`src/rtl/axis_hp_writer.sv`:
```
// rtl/axis_hp_writer.sv - AXI4-Stream to AXI4 INCR-burst write master for the PS HP port
//
// Purpose:
//   Buffers stream words in a local FIFO and writes them to DDR as INCR bursts of
//   up to BURST_LEN beats, with only one burst in flight at a time.
//
// Ports:
//   aclk, aresetn        clock, asynchronous active-low reset
//   cfg_start            start pulse (sampled only while idle and not busy)
//   cfg_base_addr        DDR byte address of the first beat
//   cfg_beats            total beats to write (0 completes immediately)
//   sts_busy/done/error  status: busy level, done pulse, sticky bad-BRESP flag
//   s_axis_*             input stream (tdata/tvalid/tready)
//   m_axi_aw*/w*/b*      AXI4 write address, data and response channels
//
// Build option:
//   AXIS_HP_WRITER_4K_SPLIT_EN  clip bursts at 4 KB boundaries and accept any
//                               beat-aligned base address.

module axis_hp_writer #(
  parameter int ADDR_WIDTH = 32,
  parameter int DATA_WIDTH = 64,
  parameter int BURST_LEN  = 16,
  parameter int FIFO_DEPTH = 32,
  parameter int LEN_WIDTH  = 24
) (
  input  logic                    aclk,
  input  logic                    aresetn,
  input  logic                    cfg_start,
  input  logic [ADDR_WIDTH-1:0]   cfg_base_addr,
  input  logic [LEN_WIDTH-1:0]    cfg_beats,
  output logic                    sts_busy,
  output logic                    sts_done,
  output logic                    sts_error,
  input  logic [DATA_WIDTH-1:0]   s_axis_tdata,
  input  logic                    s_axis_tvalid,
  output logic                    s_axis_tready,
  output logic [ADDR_WIDTH-1:0]   m_axi_awaddr,
  output logic [3:0]              m_axi_awlen,
  output logic [2:0]              m_axi_awsize,
  output logic [1:0]              m_axi_awburst,
  output logic [3:0]              m_axi_awcache,
  output logic [2:0]              m_axi_awprot,
  output logic                    m_axi_awvalid,
  input  logic                    m_axi_awready,
  output logic [DATA_WIDTH-1:0]   m_axi_wdata,
  output logic [DATA_WIDTH/8-1:0] m_axi_wstrb,
  output logic                    m_axi_wlast,
  output logic                    m_axi_wvalid,
  input  logic                    m_axi_wready,
  input  logic [1:0]              m_axi_bresp,
  input  logic                    m_axi_bvalid,
  output logic                    m_axi_bready
);

  localparam int BYTES = DATA_WIDTH / 8;
  localparam int SIZE  = $clog2(BYTES);
  localparam int PTR_W = (FIFO_DEPTH > 1) ? $clog2(FIFO_DEPTH) : 1;
  localparam int CNT_W = PTR_W + 1;

`ifdef AXIS_HP_WRITER_4K_SPLIT_EN
  // Only beat alignment is required; bursts are clipped at 4 KB instead.
  localparam logic [ADDR_WIDTH-1:0] ALIGN_MASK = ADDR_WIDTH'(BYTES - 1);
`else
  // Full-burst alignment guarantees no burst can straddle a 4 KB boundary.
  localparam logic [ADDR_WIDTH-1:0] ALIGN_MASK = ADDR_WIDTH'(BURST_LEN * BYTES - 1);
`endif

  typedef enum logic [2:0] {
    S_IDLE,
    S_ADDR,
    S_DATA,
    S_RESP,
    S_DONE
  } state_t;

  state_t                r_state;
  logic                  r_busy;
  logic                  r_done;
  logic                  r_error;
  logic                  r_awvalid;
  logic [ADDR_WIDTH-1:0] r_addr;
  logic [LEN_WIDTH-1:0]  r_total;
  logic [LEN_WIDTH-1:0]  r_issued;
  logic [LEN_WIDTH-1:0]  r_accepted;
  logic [4:0]            r_burst_beats;
  logic [4:0]            r_beat_cnt;

  logic [DATA_WIDTH-1:0] r_mem [FIFO_DEPTH];
  logic [PTR_W-1:0]      r_wr_ptr;
  logic [PTR_W-1:0]      r_rd_ptr;
  logic [CNT_W-1:0]      r_count;

  logic                  w_full;
  logic                  w_tready;
  logic                  w_push;
  logic                  w_wvalid;
  logic                  w_wlast;
  logic                  w_pop;
  logic [LEN_WIDTH-1:0]  w_remaining;
  logic [4:0]            w_rem_clip;
  logic [4:0]            w_burst_beats;
  logic                  w_burst_ready;

  // ------------------------------------------------------------------
  // Stream side and FIFO status
  // ------------------------------------------------------------------
  assign w_full   = (r_count == CNT_W'(FIFO_DEPTH));
  // Words beyond the programmed count are held off rather than dropped.
  assign w_tready = r_busy & ~w_full & (r_accepted < r_total);
  assign w_push   = s_axis_tvalid & w_tready;

  assign w_wvalid = (r_state == S_DATA) & (r_count != '0);
  assign w_wlast  = (r_beat_cnt == (r_burst_beats - 5'd1));
  assign w_pop    = w_wvalid & m_axi_wready;

  // ------------------------------------------------------------------
  // Next burst size
  // ------------------------------------------------------------------
  assign w_remaining = r_total - r_issued;
  assign w_rem_clip  = (w_remaining >= LEN_WIDTH'(BURST_LEN)) ? 5'(BURST_LEN)
                                                              : w_remaining[4:0];

`ifdef AXIS_HP_WRITER_4K_SPLIT_EN
  logic [12:0] w_4k_room;
  // Beats left before the next 4 KB boundary; never zero for an aligned address.
  assign w_4k_room     = (13'd4096 - {1'b0, r_addr[11:0]}) >> SIZE;
  assign w_burst_beats = ({8'd0, w_rem_clip} > w_4k_room) ? w_4k_room[4:0] : w_rem_clip;
`else
  assign w_burst_beats = w_rem_clip;
`endif

  // A burst is only launched once every beat of it is already buffered, so the
  // W channel never stalls on an empty FIFO mid-burst.
  assign w_burst_ready = (w_remaining != '0) &&
                         (32'(r_count) >= 32'(w_burst_beats));

  // ------------------------------------------------------------------
  // FIFO storage (data array needs no reset)
  // ------------------------------------------------------------------
  always_ff @(posedge aclk) begin
    if (w_push) begin
      r_mem[r_wr_ptr] <= s_axis_tdata;
    end
  end

  always_ff @(posedge aclk or negedge aresetn) begin
    if (!aresetn) begin
      r_wr_ptr <= '0;
      r_rd_ptr <= '0;
      r_count  <= '0;
    end else begin
      if (w_push) begin
        r_wr_ptr <= r_wr_ptr + PTR_W'(1);
      end
      if (w_pop) begin
        r_rd_ptr <= r_rd_ptr + PTR_W'(1);
      end
      case ({w_push, w_pop})
        2'b10:   r_count <= r_count + CNT_W'(1);
        2'b01:   r_count <= r_count - CNT_W'(1);
        default: r_count <= r_count;
      endcase
    end
  end

  // ------------------------------------------------------------------
  // Control FSM
  // ------------------------------------------------------------------
  always_ff @(posedge aclk or negedge aresetn) begin
    if (!aresetn) begin
      r_state       <= S_IDLE;
      r_busy        <= 1'b0;
      r_done        <= 1'b0;
      r_error       <= 1'b0;
      r_awvalid     <= 1'b0;
      r_addr        <= '0;
      r_total       <= '0;
      r_issued      <= '0;
      r_accepted    <= '0;
      r_burst_beats <= '0;
      r_beat_cnt    <= '0;
    end else begin
      r_done <= 1'b0;
      if (w_push) begin
        r_accepted <= r_accepted + LEN_WIDTH'(1);
      end

      case (r_state)
        S_IDLE: begin
          if (!r_busy) begin
            if (cfg_start) begin
              r_addr     <= cfg_base_addr & ~ALIGN_MASK;
              r_total    <= cfg_beats;
              r_issued   <= '0;
              r_accepted <= '0;
              r_error    <= 1'b0;
              r_busy     <= 1'b1;
              if (cfg_beats == '0) begin
                r_state <= S_DONE;
              end
            end
          end else if (w_burst_ready) begin
            r_burst_beats <= w_burst_beats;
            r_issued      <= r_issued + LEN_WIDTH'(w_burst_beats);
            r_awvalid     <= 1'b1;
            r_state       <= S_ADDR;
          end
        end

        S_ADDR: begin
          if (m_axi_awready) begin
            r_awvalid  <= 1'b0;
            r_addr     <= r_addr + (ADDR_WIDTH'(r_burst_beats) << SIZE);
            r_beat_cnt <= '0;
            r_state    <= S_DATA;
          end
        end

        S_DATA: begin
          if (w_pop) begin
            if (w_wlast) begin
              r_beat_cnt <= '0;
              r_state    <= S_RESP;
            end else begin
              r_beat_cnt <= r_beat_cnt + 5'd1;
            end
          end
        end

        S_RESP: begin
          if (m_axi_bvalid) begin
            if (m_axi_bresp != 2'b00) begin
              r_error <= 1'b1;
            end
            r_state <= (r_issued == r_total) ? S_DONE : S_IDLE;
          end
        end

        S_DONE: begin
          r_done  <= 1'b1;
          r_busy  <= 1'b0;
          r_state <= S_IDLE;
        end

        default: r_state <= S_IDLE;
      endcase
    end
  end

  // ------------------------------------------------------------------
  // Outputs
  // ------------------------------------------------------------------
  assign sts_busy      = r_busy;
  assign sts_done      = r_done;
  assign sts_error     = r_error;
  assign s_axis_tready = w_tready;

  assign m_axi_awaddr  = r_addr;
  assign m_axi_awlen   = 4'(r_burst_beats - 5'd1);
  assign m_axi_awsize  = 3'(SIZE);
  assign m_axi_awburst = 2'b01;
  assign m_axi_awcache = 4'b0011;
  assign m_axi_awprot  = 3'b000;
  assign m_axi_awvalid = r_awvalid;

  assign m_axi_wdata   = r_mem[r_rd_ptr];
  assign m_axi_wstrb   = '1;
  assign m_axi_wvalid  = w_wvalid;
  assign m_axi_wlast   = w_wvalid & w_wlast;
  assign m_axi_bready  = (r_state == S_RESP);

endmodule

```
`config.mk`:
```
export PLATFORM = sky130hd
export DESIGN_NAME = axis_hp_writer
export DESIGN_NICKNAME = d
export VERILOG_FILES = /design/src/rtl/axis_hp_writer.sv
export SDC_FILE = /design/constraint.sdc
export NUM_CORES = 2
export LEC_CHECK = 0
export CORE_MARGIN = 1.5
export CORE_UTILIZATION = 45
export CTS_BUF_LIST = sky130_fd_sc_hd__clkbuf_2 sky130_fd_sc_hd__clkbuf_4 sky130_fd_sc_hd__clkbuf_8
export CTS_CLUSTER_DIAMETER = 200
export DETAILED_ROUTE_END_ITERATION = 12
export PLACE_DENSITY = 0.71
export SYNTH_ARGS = -nofsm -noshare
export SYNTH_HDL_FRONTEND = slang
export SYNTH_SLANG_ARGS = --single-unit
export TNS_END_PERCENT = 30
```
`constraint.sdc`:
```
create_clock -name aclk -period 17.6 [get_ports aclk]
set_input_delay 3.52 -clock aclk [delete_from_list [all_inputs] [get_ports aclk]]
set_output_delay 3.52 -clock aclk [all_outputs]
set_load 0.005 [all_outputs]
```
==> results.toml <==
[logic_synthesis]
post_synth.cell_area_avg_sq_um = 21.3
synth_top_cells_by_area = "edfxtp_1 71%, mux4_2 17%, dfrtp_1 3.9%"
synth_cells = 4079
yosysTopAreaCell = "edfxtp_1"
dominantRegCellSynth = "edfxtp_1"
synthArstFlopShare_pct = 6.14
synth_enable_flop_cells = 2048
synth_common_cells = "2048 x edfxtp_1, 640 x mux4_2, 146 x clkbuf_1"
synth-seq-area-share_pct = 74.6
synth.cell_area_sq_um = 86900
synth_top_area_share_pct = 70.7
synth.most_common_cell = "edfxtp_1"
synth.ff_latch_count = 2182
synthDistinctLibCells = 70
synth_warnings = 0

[floorplanning]
rows = 161
core_sq_um = 192000
die_area_sq_um = 196000
die_y_um = 443
start_util_pct = 45.2
die_w_um = 443
boundaryPins = 257

[sta]
fmax_mhz = 101
rsz0062_at_grt = "false"
hold_violations = 0
tightest_slew_ns = 1.28
slew_headroom_pct = 14.8
fin_skew_ns = 0.109
fin_crit_ns = 9.95
setup_viol = 0
min_period_over_period_pct = 56.5
setup_tns_ns = 0
slew_viol_final = 0

[routing]
drtIter0Drc = 4309
drtAntennaViolNets = 0
viasPerCell = 5.86
drcViolationCount = 0
routedWlPerCell_um = 28.0
drt_pass1_iterations = 5
via_count = 42812
drt-total-wl_um = 204000

[cells_and_area]
nNetsFinal = 4724
finalNonFillerCells = 7300
area_growth_syn_to_layout_pct = 13.8
seq_area_sq_um = 64900
final_layout_size_suffix_gt1_share_pct = 28.4
fill_cells = 14915
multi_input_area_sq_um = 21100

[setup_path]
slowest_stage = "dfrtp_4"
cp.arrival_ns = 6.43
cp_top_family = "buffers and inverters"
crit_fanout = 43
cp.required_ns = 14.08
crit_path_end_kind = "output pin"
cp_common_cell = "buf_4"
path_buf_inv = 4
start_kind = "flop"
critPathKind = "flop to output pin"
cpPeakStageDelay_ns = 0.95
path_cells = "buf_4, buf_4, buf_4, mux4_2, mux4_2, mux2_2, clkdlybuf4s50_1"

[power_and_ir_drop]
peakVddDrop_uv = 163
power_mw = 15.6
power_density_nw_per_um2 = 158
leakage_nw = 31.7

[cts]
clk_latency_ns = 1.06
cts_tree = "done"
post_cts_buffers = 0
holdBufCountCts = 0
htreeDepth = 5
clk_path_buf_depth = 4
ctsResizeCount = 0
cts_sinks = 2182
numCtsBuffers = 359
clk_pin_slew_ns = 0.06
cts_root_buf = "clkbuf_8"

[global_routing]
grt_max_degree = 144
grt_pass1_wl_um = 296000
grt_pass1_vias = 43741
antenna_found_initial = 18
grtUsageTotal_pct = 20.7
overflow = 0

[flow_run]
timing.max_cap.violations = 0

[placement]
place.gp.congestion = 0.840
portBuffers = 226
dp_cells = 6683
hpwl_um = 103000

[run_status]
status = "finished, final reports clean"

[min_path]
hold_path_class = "flop to flop"
==> layout by cell type, fill, tap and decap left out, drive strengths merged, types with 7 or more instances in the layout <==
cell type      Yosys  final
edfxtp          2048   2048
mux4             640    640
clkbuf           146    483
clkdlybuf4s50      0    225
dfrtp            134    134
nand2            115    115
clkinv             0    109
a21oi            101    101
o21ai             90     90
inv               77     79
nor2              78     78
ha                73     73
mux2              68     68
buf               86     64
and3              52     52
nand3             46     46
xnor2             30     30
xor2              29     29
nand4             28     28
a21o              27     27
conb               2     23
nor3              17     17
o31ai             16     16
or4               16     16
o22ai             13     13
or3               12     12
nand2b            11     11
o21bai            11     11
nor2b             10     10
a31oi              9      9
o211ai             9      9
bufinv             0      9
or2                8      8
diode              0      7
clkinvlp           0      7
nor4               7      7
==> final cells by class <==
class	instances	area share, %
sequential	2182	65.6
multi-input combinational	1609	21.3
clock buffer	483	5.99
tap	2526	3.20
timing repair buffer	289	2.81
clock inverter	127	0.807
inverter	77	0.292
antenna	7	0.0177
==> routing by layer <==
layer	share of wire [%]	global-route usage, %	up-vias
met4	2.3	6.03	12
met3	7.2	3.82	362
li1	-	-	17925
met2	51	34.9	1753
met1	40	27.5	22760
met5	0.038	0	-
==> kinds of logic (layout without fill, tap and decap cells) <==
logic type | Yosys count | count (layout) | synth area share [%]
other | 2 | 30 | 0.00864
DFF | 2182 | 2182 | 74.6
and+or+nand+nor | 419 | 419 | 2.43
muxes | 710 | 710 | 17.5
xor gates and xnor gates | 59 | 59 | 0.594
adders and majority gates | 77 | 77 | 1.14
buffers and inverters | 309 | 976 | 1.47
AOI/OAI and AO/OA | 321 | 321 | 2.27
==> through the flow <==
stage | setup WS, ns | utilization, % | instance area [sq um] | hold WS [ns]
floorplan | 8.37 | - | 87000 | 0.465
global placement | 8.47 | 47.9 | 92100 | 0.492
detailed placement | 8.48 | 47.9 | 92100 | 0.496
CTS | 7.37 | 51.4 | 98900 | 0.503
global route | 7.18 | 51.4 | 98900 | 0.545
finish | 7.65 | 51.5 | 98900 | 0.501
==> worst register-to-register path: stages (launching register included) <==
cell and delay [ns]:
dfrtp_1 0.42, inv_1 0.11, ha_1 0.23, fa_1 0.42, nand2b_1 0.21, a211oi_2 0.32
o21ai_1 0.15, and3_1 0.23, o311a_1 0.28, or3_1 0.32, nor4_2 0.32, nand4_1 0.47
nor2_1 0.43, inv_1 0.11, ha_1 0.29, a21o_1 0.15, a21o_1 0.16, a21oi_1 0.14
nor2b_1 0.06, o31ai_1 0.32, nor2_1 0.09, o21ai_2 0.07, buf_4 0.44, a2111oi_0 0.15
a211o_1 0.29
==> flip-flops by register name, indices dropped and copies added, names as in the netlist <==
register	flops
r_mem	2048
m_axi_awaddr	29
r_accepted	24
r_issued	24
r_total	24
r_count	6
r_beat_cnt	5
r_burst_beats	5
r_rd_ptr	5
r_wr_ptr	5
r_state	3
m_axi_awvalid	1
sts_busy	1
sts_done	1
sts_error	1
==> where the power goes <==
group          total (mW)  switching [mW]  internal, mW
logic                4.81            2.48          2.33
registers            6.58           0.267          6.32
clock network        4.21            1.91          2.30
==> path summary, 6_finish.rpt <==
path / from / endpoint / slack [ns] / cells past startpoint
worst max-delay path: r_rd_ptr[0]$_DFFE_PN0P_ / m_axi_wdata[60] / 7.65 / 7
min in group asynchronous: aresetn / r_wr_ptr[3]$_DFFE_PN0P_ / 2.61 / 1
worst min-delay path: r_beat_cnt[4]$_DFFE_PN0P_ / r_beat_cnt[4]$_DFFE_PN0P_ / 0.50 / 1
worst min register to register: r_beat_cnt[4]$_DFFE_PN0P_ / r_beat_cnt[4]$_DFFE_PN0P_ / 0.50 / 1
max in group asynchronous: aresetn / r_accepted[19]$_DFF_PN0_ / 13.79 / 2
worst max register to register: r_total[0]$_DFFE_PN0P_ / r_issued[3]$_DFFE_PN0P_ / 11.32 / 24
No activity file was read; power rests on OpenSTA's default activity.
